File: src/rtl/regfile_pkg.sv
// Shared definitions for the parametrised register file:
// clear-FSM state encoding and a constant-width helper.
package regfile_pkg;

  typedef enum logic [1:0] {
    ST_IDLE  = 2'd0,
    ST_CLEAR = 2'd1,
    ST_DONE  = 2'd2
  } clr_st_e;

  function automatic int clog2(input int n);
    int r;
    r = 0;
    for (int v = n - 1; v > 0; v = v >> 1)
      r++;
    return (r < 1) ? 1 : r;
  endfunction

endpackage

File: src/rtl/regfile_clr_fsm.sv
// Bulk-clear sequencer: IDLE -> CLEAR (one entry per cycle) -> DONE.
// Ports: clk, rst (async low), clrReq in; fsmIdle, clrBusy, clrDone,
// clrWrEn, clrIdx out.
module regfile_clr_fsm
  import regfile_pkg::*;
#(
  parameter int NUM_REGS = 8,
  parameter int SEL_W    = clog2(NUM_REGS)
) (
  input  logic             clk,
  input  logic             rst,
  input  logic             clrReq,
  output logic             fsmIdle,
  output logic             clrBusy,
  output logic             clrDone,
  output logic             clrWrEn,
  output logic [SEL_W-1:0] clrIdx
);

  localparam logic [SEL_W-1:0] LAST = SEL_W'(NUM_REGS - 1);

  clr_st_e          r_state;
  clr_st_e          w_next;
  logic [SEL_W-1:0] r_idx;
  logic [SEL_W-1:0] w_idx_nxt;

  always_ff @(posedge clk or negedge rst) begin
    if (!rst) begin
      r_state <= ST_IDLE;
      r_idx   <= '0;
    end else begin
      r_state <= w_next;
      r_idx   <= w_idx_nxt;
    end
  end

  // Index returns to 0 on exit so it never wraps.
  always_comb begin
    w_next    = r_state;
    w_idx_nxt = r_idx;
    unique case (r_state)
      ST_IDLE: begin
        if (clrReq) begin
          w_next    = ST_CLEAR;
          w_idx_nxt = '0;
        end
      end
      ST_CLEAR: begin
        if (r_idx == LAST) begin
          w_next    = ST_DONE;
          w_idx_nxt = '0;
        end else begin
          w_idx_nxt = r_idx + 1'b1;
        end
      end
      ST_DONE: begin
        w_next = ST_IDLE;
      end
      default: begin
        w_next    = ST_IDLE;
        w_idx_nxt = '0;
      end
    endcase
  end

  assign fsmIdle = (r_state == ST_IDLE);
  assign clrBusy = (r_state == ST_CLEAR);
  assign clrDone = (r_state == ST_DONE);
  assign clrWrEn = (r_state == ST_CLEAR);
  assign clrIdx  = r_idx;

endmodule

File: src/rtl/regfile_param_clr.sv
// Parametrised register file: 2 comb read ports, 1 write port,
// optional write->read bypass, bulk clear, registered err pulse.
// Ports: clk, rst (async low); read1/2RegSel -> read1/2Data;
// writeRegSel/writeData/writeEn; clrReq -> clrBusy/clrDone; err.
module regfile_param_clr
  import regfile_pkg::*;
#(
  parameter int WIDTH    = 16,
  parameter int NUM_REGS = 8,
  parameter int SEL_W    = clog2(NUM_REGS),
  parameter bit BYPASS   = 1'b1
) (
  input  logic             clk,
  input  logic             rst,
  input  logic [SEL_W-1:0] read1RegSel,
  input  logic [SEL_W-1:0] read2RegSel,
  input  logic [SEL_W-1:0] writeRegSel,
  input  logic [WIDTH-1:0] writeData,
  input  logic             writeEn,
  input  logic             clrReq,
  output logic [WIDTH-1:0] read1Data,
  output logic [WIDTH-1:0] read2Data,
  output logic             clrBusy,
  output logic             clrDone,
  output logic             err
);

  logic [WIDTH-1:0] r_regs [NUM_REGS];
  logic             r_err;

  logic             w_idle;
  logic             w_clr_we;
  logic [SEL_W-1:0] w_clr_idx;

  logic             w_r1_ok;
  logic             w_r2_ok;
  logic             w_wr_rng;
  logic             w_wr_ok;
  logic             w_byp1;
  logic             w_byp2;
  logic             w_illegal;
  logic [WIDTH-1:0] w_rd1;
  logic [WIDTH-1:0] w_rd2;

  regfile_clr_fsm #(
    .NUM_REGS (NUM_REGS),
    .SEL_W    (SEL_W)
  ) u_fsm (
    .clk     (clk),
    .rst     (rst),
    .clrReq  (clrReq),
    .fsmIdle (w_idle),
    .clrBusy (clrBusy),
    .clrDone (clrDone),
    .clrWrEn (w_clr_we),
    .clrIdx  (w_clr_idx)
  );

  assign w_r1_ok  = (32'(read1RegSel) < NUM_REGS);
  assign w_r2_ok  = (32'(read2RegSel) < NUM_REGS);
  assign w_wr_rng = (32'(writeRegSel) < NUM_REGS);
  assign w_wr_ok  = writeEn && w_idle && w_wr_rng;

  // Bypass only when the write will actually land this edge.
  assign w_byp1 = BYPASS && w_wr_ok
                  && (writeRegSel == read1RegSel);
  assign w_byp2 = BYPASS && w_wr_ok
                  && (writeRegSel == read2RegSel);

  assign w_rd1 = w_r1_ok ? r_regs[read1RegSel] : '0;
  assign w_rd2 = w_r2_ok ? r_regs[read2RegSel] : '0;

  assign read1Data = w_byp1 ? writeData : w_rd1;
  assign read2Data = w_byp2 ? writeData : w_rd2;

  assign w_illegal = (writeEn && !w_idle)
                   || (writeEn && !w_wr_rng)
                   || !w_r1_ok
                   || !w_r2_ok;

  // Clear writes and user writes are exclusive by FSM state.
  always_ff @(posedge clk or negedge rst) begin
    if (!rst) begin
      for (int i = 0; i < NUM_REGS; i++)
        r_regs[i] <= '0;
    end else if (w_clr_we) begin
      r_regs[w_clr_idx] <= '0;
    end else if (w_wr_ok) begin
      r_regs[writeRegSel] <= writeData;
    end
  end

  always_ff @(posedge clk or negedge rst) begin
    if (!rst)
      r_err <= 1'b0;
    else
      r_err <= w_illegal;
  end

  assign err = r_err;

endmodule

File: config.mk
export PLATFORM = sky130hd
export DESIGN_NAME = regfile_param_clr
export DESIGN_NICKNAME = d
export VERILOG_FILES = /design/src/rtl/regfile_pkg.sv /design/src/rtl/regfile_clr_fsm.sv /design/src/rtl/regfile_param_clr.sv
export SDC_FILE = /design/constraint.sdc
export NUM_CORES = 1
export LEC_CHECK = 0
export CORE_ASPECT_RATIO = 0.8
export CORE_MARGIN = 8
export CORE_UTILIZATION = 51
export DETAILED_ROUTE_END_ITERATION = 7
export GPL_ROUTABILITY_DRIVEN = 0
export PLACE_DENSITY = 0.82
export SLEW_MARGIN = 15
export SYNTH_ARGS = -nofsm -noshare
export SYNTH_HDL_FRONTEND = slang
export SYNTH_SLANG_ARGS = --single-unit
export TNS_END_PERCENT = 100
File: constraint.sdc
create_clock -name clk -period 2.7 [get_ports clk]
set_input_delay 0.27 -clock clk [delete_from_list [all_inputs] [get_ports clk]]
set_output_delay 0.27 -clock clk [all_outputs]
set_load 0.01 [all_outputs]
## After elaboration in Yosys (flattened, before gate mapping)

Cells that the tools add are included.

- Bits in registers: 134
- Input bits: 29
- Bits in latches: 0
- Output and inout port bits: 35
- Memory bits (writable): 0
- Word-level logic and storage cells: 64
- Memories: 0
- Memory bits (read-only): 0

- Multiply operators: 0
- Add/subtract/negate cells: 1
- Bitwise operators: 7
- Shift-type cells: 0
- Order comparisons: 6
- Equality and inequality tests: 7
- Mux-type cells: 21
- Div/mod/pow operators: 0
- Reduce and logical (&&, ||, !) cells: 11

Operators by type and width:

| cell | number |
|---|---|
| $mux W128 | 2 |
| $and A128 B128 Y128 | 1 |
| $bwmux W128 | 1 |
| $mux W16 | 8 |
| $not A128 Y128 | 1 |
| $bmux W16 S3 | 2 |
| $demux W16 S3 | 2 |
| $ge A4 B4 Y1 const B | 4 |
| $not A3 Y4 | 4 |
| $pmux W3 S3 | 1 |
| $lt A4 B1 Y1 const B | 2 |
| $eq A3 B3 Y1 | 2 |
| $logic_and A1 B1 Y1 | 6 |
| $mux W3 | 2 |
| $mux W2 | 2 |
| $pmux W2 S2 | 1 |
| $reduce_and A2 Y1 | 2 |
| $add A3 B1 Y3 const B | 1 |
| $eq A3 B3 Y1 const B | 1 |
| $eq A2 B1 Y1 const B | 1 |
| $eq A2 B2 Y1 const B | 1 |
| $logic_not A2 Y1 | 1 |
| $ne A2 B1 Y1 const B | 1 |
| $ne A2 B2 Y1 const B | 1 |
| 3 further kinds | 3 |

## Longest topological paths before layout

- Depth in word-level cells: 8
- Mapped depth: 6

## Cells and area by module

Synthesis repeated with hierarchy kept, for this count alone.

- Cell total of the unflattened synthesis: 511
- Area total of the unflattened synthesis: 7704.9 um^2

By module, submodules not included:

| module | seq. area each (um^2) | area an instance (um^2) | times used | cells each |
|---|---|---|---|---|
| regfile_param_clr | 3228.1 | 7444.6 | 1 | 490 |
| regfile_clr_fsm | 125.1 | 260.2 | 1 | 21 |

## Least setup slack after synthesis

Ideal clock, no wire load.

- Kind: input port to output port
- Start point: input read2RegSel[1]
- End point: output read2Data[12]
- Slack: 0.753 ns
- Data required time: 2.430 ns
- Cell stages on the path: 5
- Data arrival time: 1.677 ns
- Cells stage by stage: clkbuf_1 -> clkbuf_1 -> mux4_2 -> mux2_2 -> mux2_2

- Longest elaborated chain between the ends: 5

RTL lines:

| what | RTL line | source |
|---|---|---|
| from (decl) | regfile_param_clr.sv:16 | `input logic [SEL_W-1:0] read2RegSel,` |
| $not A3 Y4 (implied by the code) | regfile_param_clr.sv:71 | `assign w_rd2 = w_r2_ok ? r_regs[read2RegSel] : '0;` |
| $bmux W16 S3 | regfile_param_clr.sv:71 |  |
| $mux W16 (implied by the code) (2 in a row) | regfile_param_clr.sv:71 |  |
| $mux W16 * | regfile_param_clr.sv:74 | `assign read2Data = w_byp2 ? writeData : w_rd2;` |
| to (decl) | regfile_param_clr.sv:22 | `output logic [WIDTH-1:0] read2Data,` |

Mark *: on every way between the ends. The rest lies on a longest branch, timed or not. The select of a mux whose other input is x is not followed.

## Worst setup path after layout

- Start point: input read2RegSel[1]
- End point: output read2Data[8]

The elaborated chain is that of the path after synthesis.

==> insert_results.sql <==
INSERT INTO impl_metrics (metric_group, metric, value, unit) VALUES
('cts', 'clockRootBuffer', 'clkbuf_16', ''),
('drt', 'met2WireLength', '10700', 'um'),
('synth', 'ys_seq_area_frac', '0.428', ''),
('floorplan', 'dieHeight', '127', 'um'),
('timing', 'period_minus_slack', '2.69', 'ns'),
('synth', 'synth_cells', '505', ''),
('floorplan', 'design.core.area', '0.0150', 'sq mm'),
('cells_and_area', 'final_cell_mix', 'dfrtp_1 (133), a22o_1 (128), mux2_2 (64)', ''),
('critical_path', 'data_arrival_at_the_endpoint_of_the_critical_path', '2.42', 'ns'),
('drt', 'detail-route-antenna-nets', '0', ''),
('cells_and_area', 'finalCoreUtilization', '0.615', ''),
('timing', 'timing.slew.headroom', '0.472', ''),
('floorplan', 'floorplan.rows', '40', ''),
('global_routing', 'grtUsageTotal', '0.230', ''),
('pwr', 'leakagePower', '0.00472', 'uW'),
('timing', 'achievable-frequency', '372', 'MHz'),
('critical_path', 'timing.critical_path.required', '2.43', 'ns'),
('worst_hold_path', 'min_path_type', 'in -> async', ''),
('synth', 'yosys_register_bits', '134', ''),
('drt', 'routed.top_layer', 'met4', ''),
('drt', 'drt_pre_antenna_iters', '5', ''),
('synth', 'mappedNetlistNets', '536', ''),
('synth', 'synth_cell_types', '34', ''),
('drt', 'route.detailed.drc', '0', ''),
('cells_and_area', 'fillerInstances', '1038', ''),
('synth', 'ys.warnings.count', '0', ''),
('drt', 'viasPerCell', '7.17', ''),
('cells_and_area', 'antenna_cells', '0', ''),
('critical_path', 'critPathKind', 'in -> out', ''),
('floorplan', 'die-width', '155', 'um'),
('cells_and_area', 'layout.cells.most_common', 'dfrtp_1', ''),
('status', 'run_status', 'complete, no violations', ''),
('timing', 'setup_tns', '0', 'ns'),
('cells_and_area', 'post_route_cells_drive_above_1_share', '0.267', ''),
('floorplan', 'initial_utilization', '0.522', ''),
('timing', 'finalClockSkew', '0.00667', 'ns'),
('drt', 'route.detailed.wl_per_inst', '28.5', 'um'),
('cts', 'clock_sinks', '134', ''),
('critical_path', 'critical_path.startpoint_type', 'primary input', ''),
('drt', 'routed-via-count', '5491', ''),
('timing', 'fin_hold_ws', '0.472', 'ns'),
('drt', 'routedLengthMet1', '8530', 'um'),
('global_routing', 'grt_antenna_before_repair', '0', ''),
('cells_and_area', 'flow.area_growth_from_synthesis', '17.8', '%'),
('cells_and_area', 'regArea', '0.00335', 'sq mm'),
('cts', 'tritoncts_clock_tree', 'done', ''),
('global_routing', 'largest_net_degree_at_the_start_of_global_routing', '60', ''),
('floorplan', 'ioPinCount', '64', ''),
('timing', 'rsz_0062_raised_after_global_routing', 'true', ''),
('drt', 'met3WireLength', '2040', 'um'),
('drt', 'wl', '21800', 'um'),
('cts', 'cts_buffers', '17', ''),
('timing', 'drv_slew', '0', ''),
('floorplan', 'die_area', '0.0196', 'sq mm'),
('cts', 'cts_max_level', '4', ''),
('synth', 'syn_area_per_cell', '15.5', 'sq um'),
('timing', 'timing_worst_slew_pin_value', '0.792', 'ns'),
('timing', 'timing_hold_violations_final', '0', ''),
('critical_path', 'timing.critical_path.to_type', 'output pin', ''),
('timing', 'finalSetupViolations', '0', ''),
('drt', 'detail_route.iter0.violations', '661', ''),
('synth', 'mappedNetlistArea', '0.00784', 'sq mm'),
('timing', 'final_min_period_over_clock_period', '0.994', ''),
('critical_path', 'path_max_fanout', '12', ''),
('cts', 'cts_buffer_depth', '2', ''),
('cts', 'clk_latency', '0.43', 'ns'),
('cells_and_area', 'multi_input_area', '0.00390', 'sq mm'),
('cts', 'clock_transition_time_at_the_flip_flop_clock_pins_of_the_worst_setup_and_hold_paths', '0.05', 'ns'),
('cells_and_area', 'number_of_nets_at_the_end_of_the_flow', '595', ''),
('run', 'max-cap-violations', '0', ''),
('pwr', 'vdd.ir_drop.worst', '553', 'uV'),
('global_routing', 'grt_pass1_wl', '34300', 'um'),
('placed_design', 'dp_hpwl', '13400', 'um'),
('placed_design', 'port_buffers', '63', ''),
('global_routing', 'total_congestion_overflow', '0', ''),
('pwr', 'cellPowerDensity', '917', 'mW/mm^2'),
('global_routing', 'first_global_vias', '5847', '');
cells in the mapped netlist (all sizes together):
library cell | n | share of area
dfrtp | 134 | 0.43
a22o | 128 | 0.14
mux2 | 64 | 0.092
mux4 | 64 | 0.21
clkbuf | 36 | 0.046
buf | 29 | 0.028
and2 | 7 | 0.0056
a22oi | 6 | 0.0057
xnor2 | 6 | 0.0067
nor2b | 5 | 0.0040
nor2 | 4 | 0.0019
a32o | 3 | 0.0038
a32oi | 2 | 0.0032
and3 | 2 | 0.0016
ha | 2 | 0.0032
inv | 2 | 0.00096
nand4 | 2 | 0.0032
nor3b | 2 | 0.0019
and3b | 1 | 0.0011
and4bb | 1 | 0.0021
mux2i | 1 | 0.0013
nand2b | 1 | 0.00080
nor3 | 1 | 0.00064
nor4b | 1 | 0.0030
o21a | 1 | 0.00096
power by group:
group | switching, uW | total [uW] | internal [uW]
clock | 870 | 2400 | 1530
combinational | 1210 | 2830 | 1620
sequential | 559 | 3240 | 2680
timing repair:
| item | CTS | global route |
|---|---|---|
| hold buffers | 1 | 0 |
| gates cloned | 0 | 0 |
| setup buffers | 0 | 0 |
| gates resized for setup | 16 | 24 |
| endpoints found under the setup margin | 30 | 19 |
| endpoints found under the hold margin | 57 | 0 |
cell families after synthesis:
kind of cell / synth area share
mux: 0.304
simple gates: 0.0259
fa+ha+maj: 0.00319
buf+inv: 0.0751
xor+xnor: 0.00671
compound gates: 0.157
flops: 0.428
routing by layer:
metal  vias up  GRT usage
met5         -          0
met4         0     0.0960
met3        53     0.0780
met2       319      0.371
met1      2910      0.278
li1       2209          -
worst max-delay path, stage by stage:
cell and delay, ns:
clkdlybuf4s50_1 0.46, buf_4 0.16, buf_8 0.17, mux4_1 0.32, mux2_2 0.29, mux2_2 0.26
clkdlybuf4s50_1 0.48
worst paths after layout:
path,to,cells after the start,slack (ns),from
worst max-delay path,read2Data[8],7,0.01,read2RegSel[1]
worst min-delay path,u_fsm.clrIdx[0],2,0.47,rst
worst max register to register,r_regs[60],5,0.81,u_fsm.r_state[1]
worst min register to register,r_regs[67],1,0.51,r_regs[67]
max in group asynchronous,r_regs[42],3,1.51,rst
min in group clk,err,2,0.50,writeEn
registers in the layout, indices dropped and copies added, names as in the netlist:
register,cells
r_regs,128
u_fsm.clrIdx,3
u_fsm.r_state,2
err,1
layout make-up:
class,instances,share of cell area
clock inverters,7,0.00976
well taps,189,0.0256
clock buffers,25,0.0569
inverters,2,0.000813
multi-input cells,304,0.422
repair buffers,105,0.121
flip-flops and latches,134,0.363
metrics by stage:
stage	setup WS [ns]	total power (uW)	cells	cell area (sq um)
3_5_place_dp	-0.0753	6070	733	8530
5_1_grt	-0.0103	8810	766	9230
3_3_place_gp	-0.0612	5900	733	8530
4_1_cts	-0.0532	8470	766	9160
2_1_floorplan	0.753	4960	505	7840
6_report	0.0149	8460	766	9230
No activity file was read; power rests on OpenSTA's default activity.
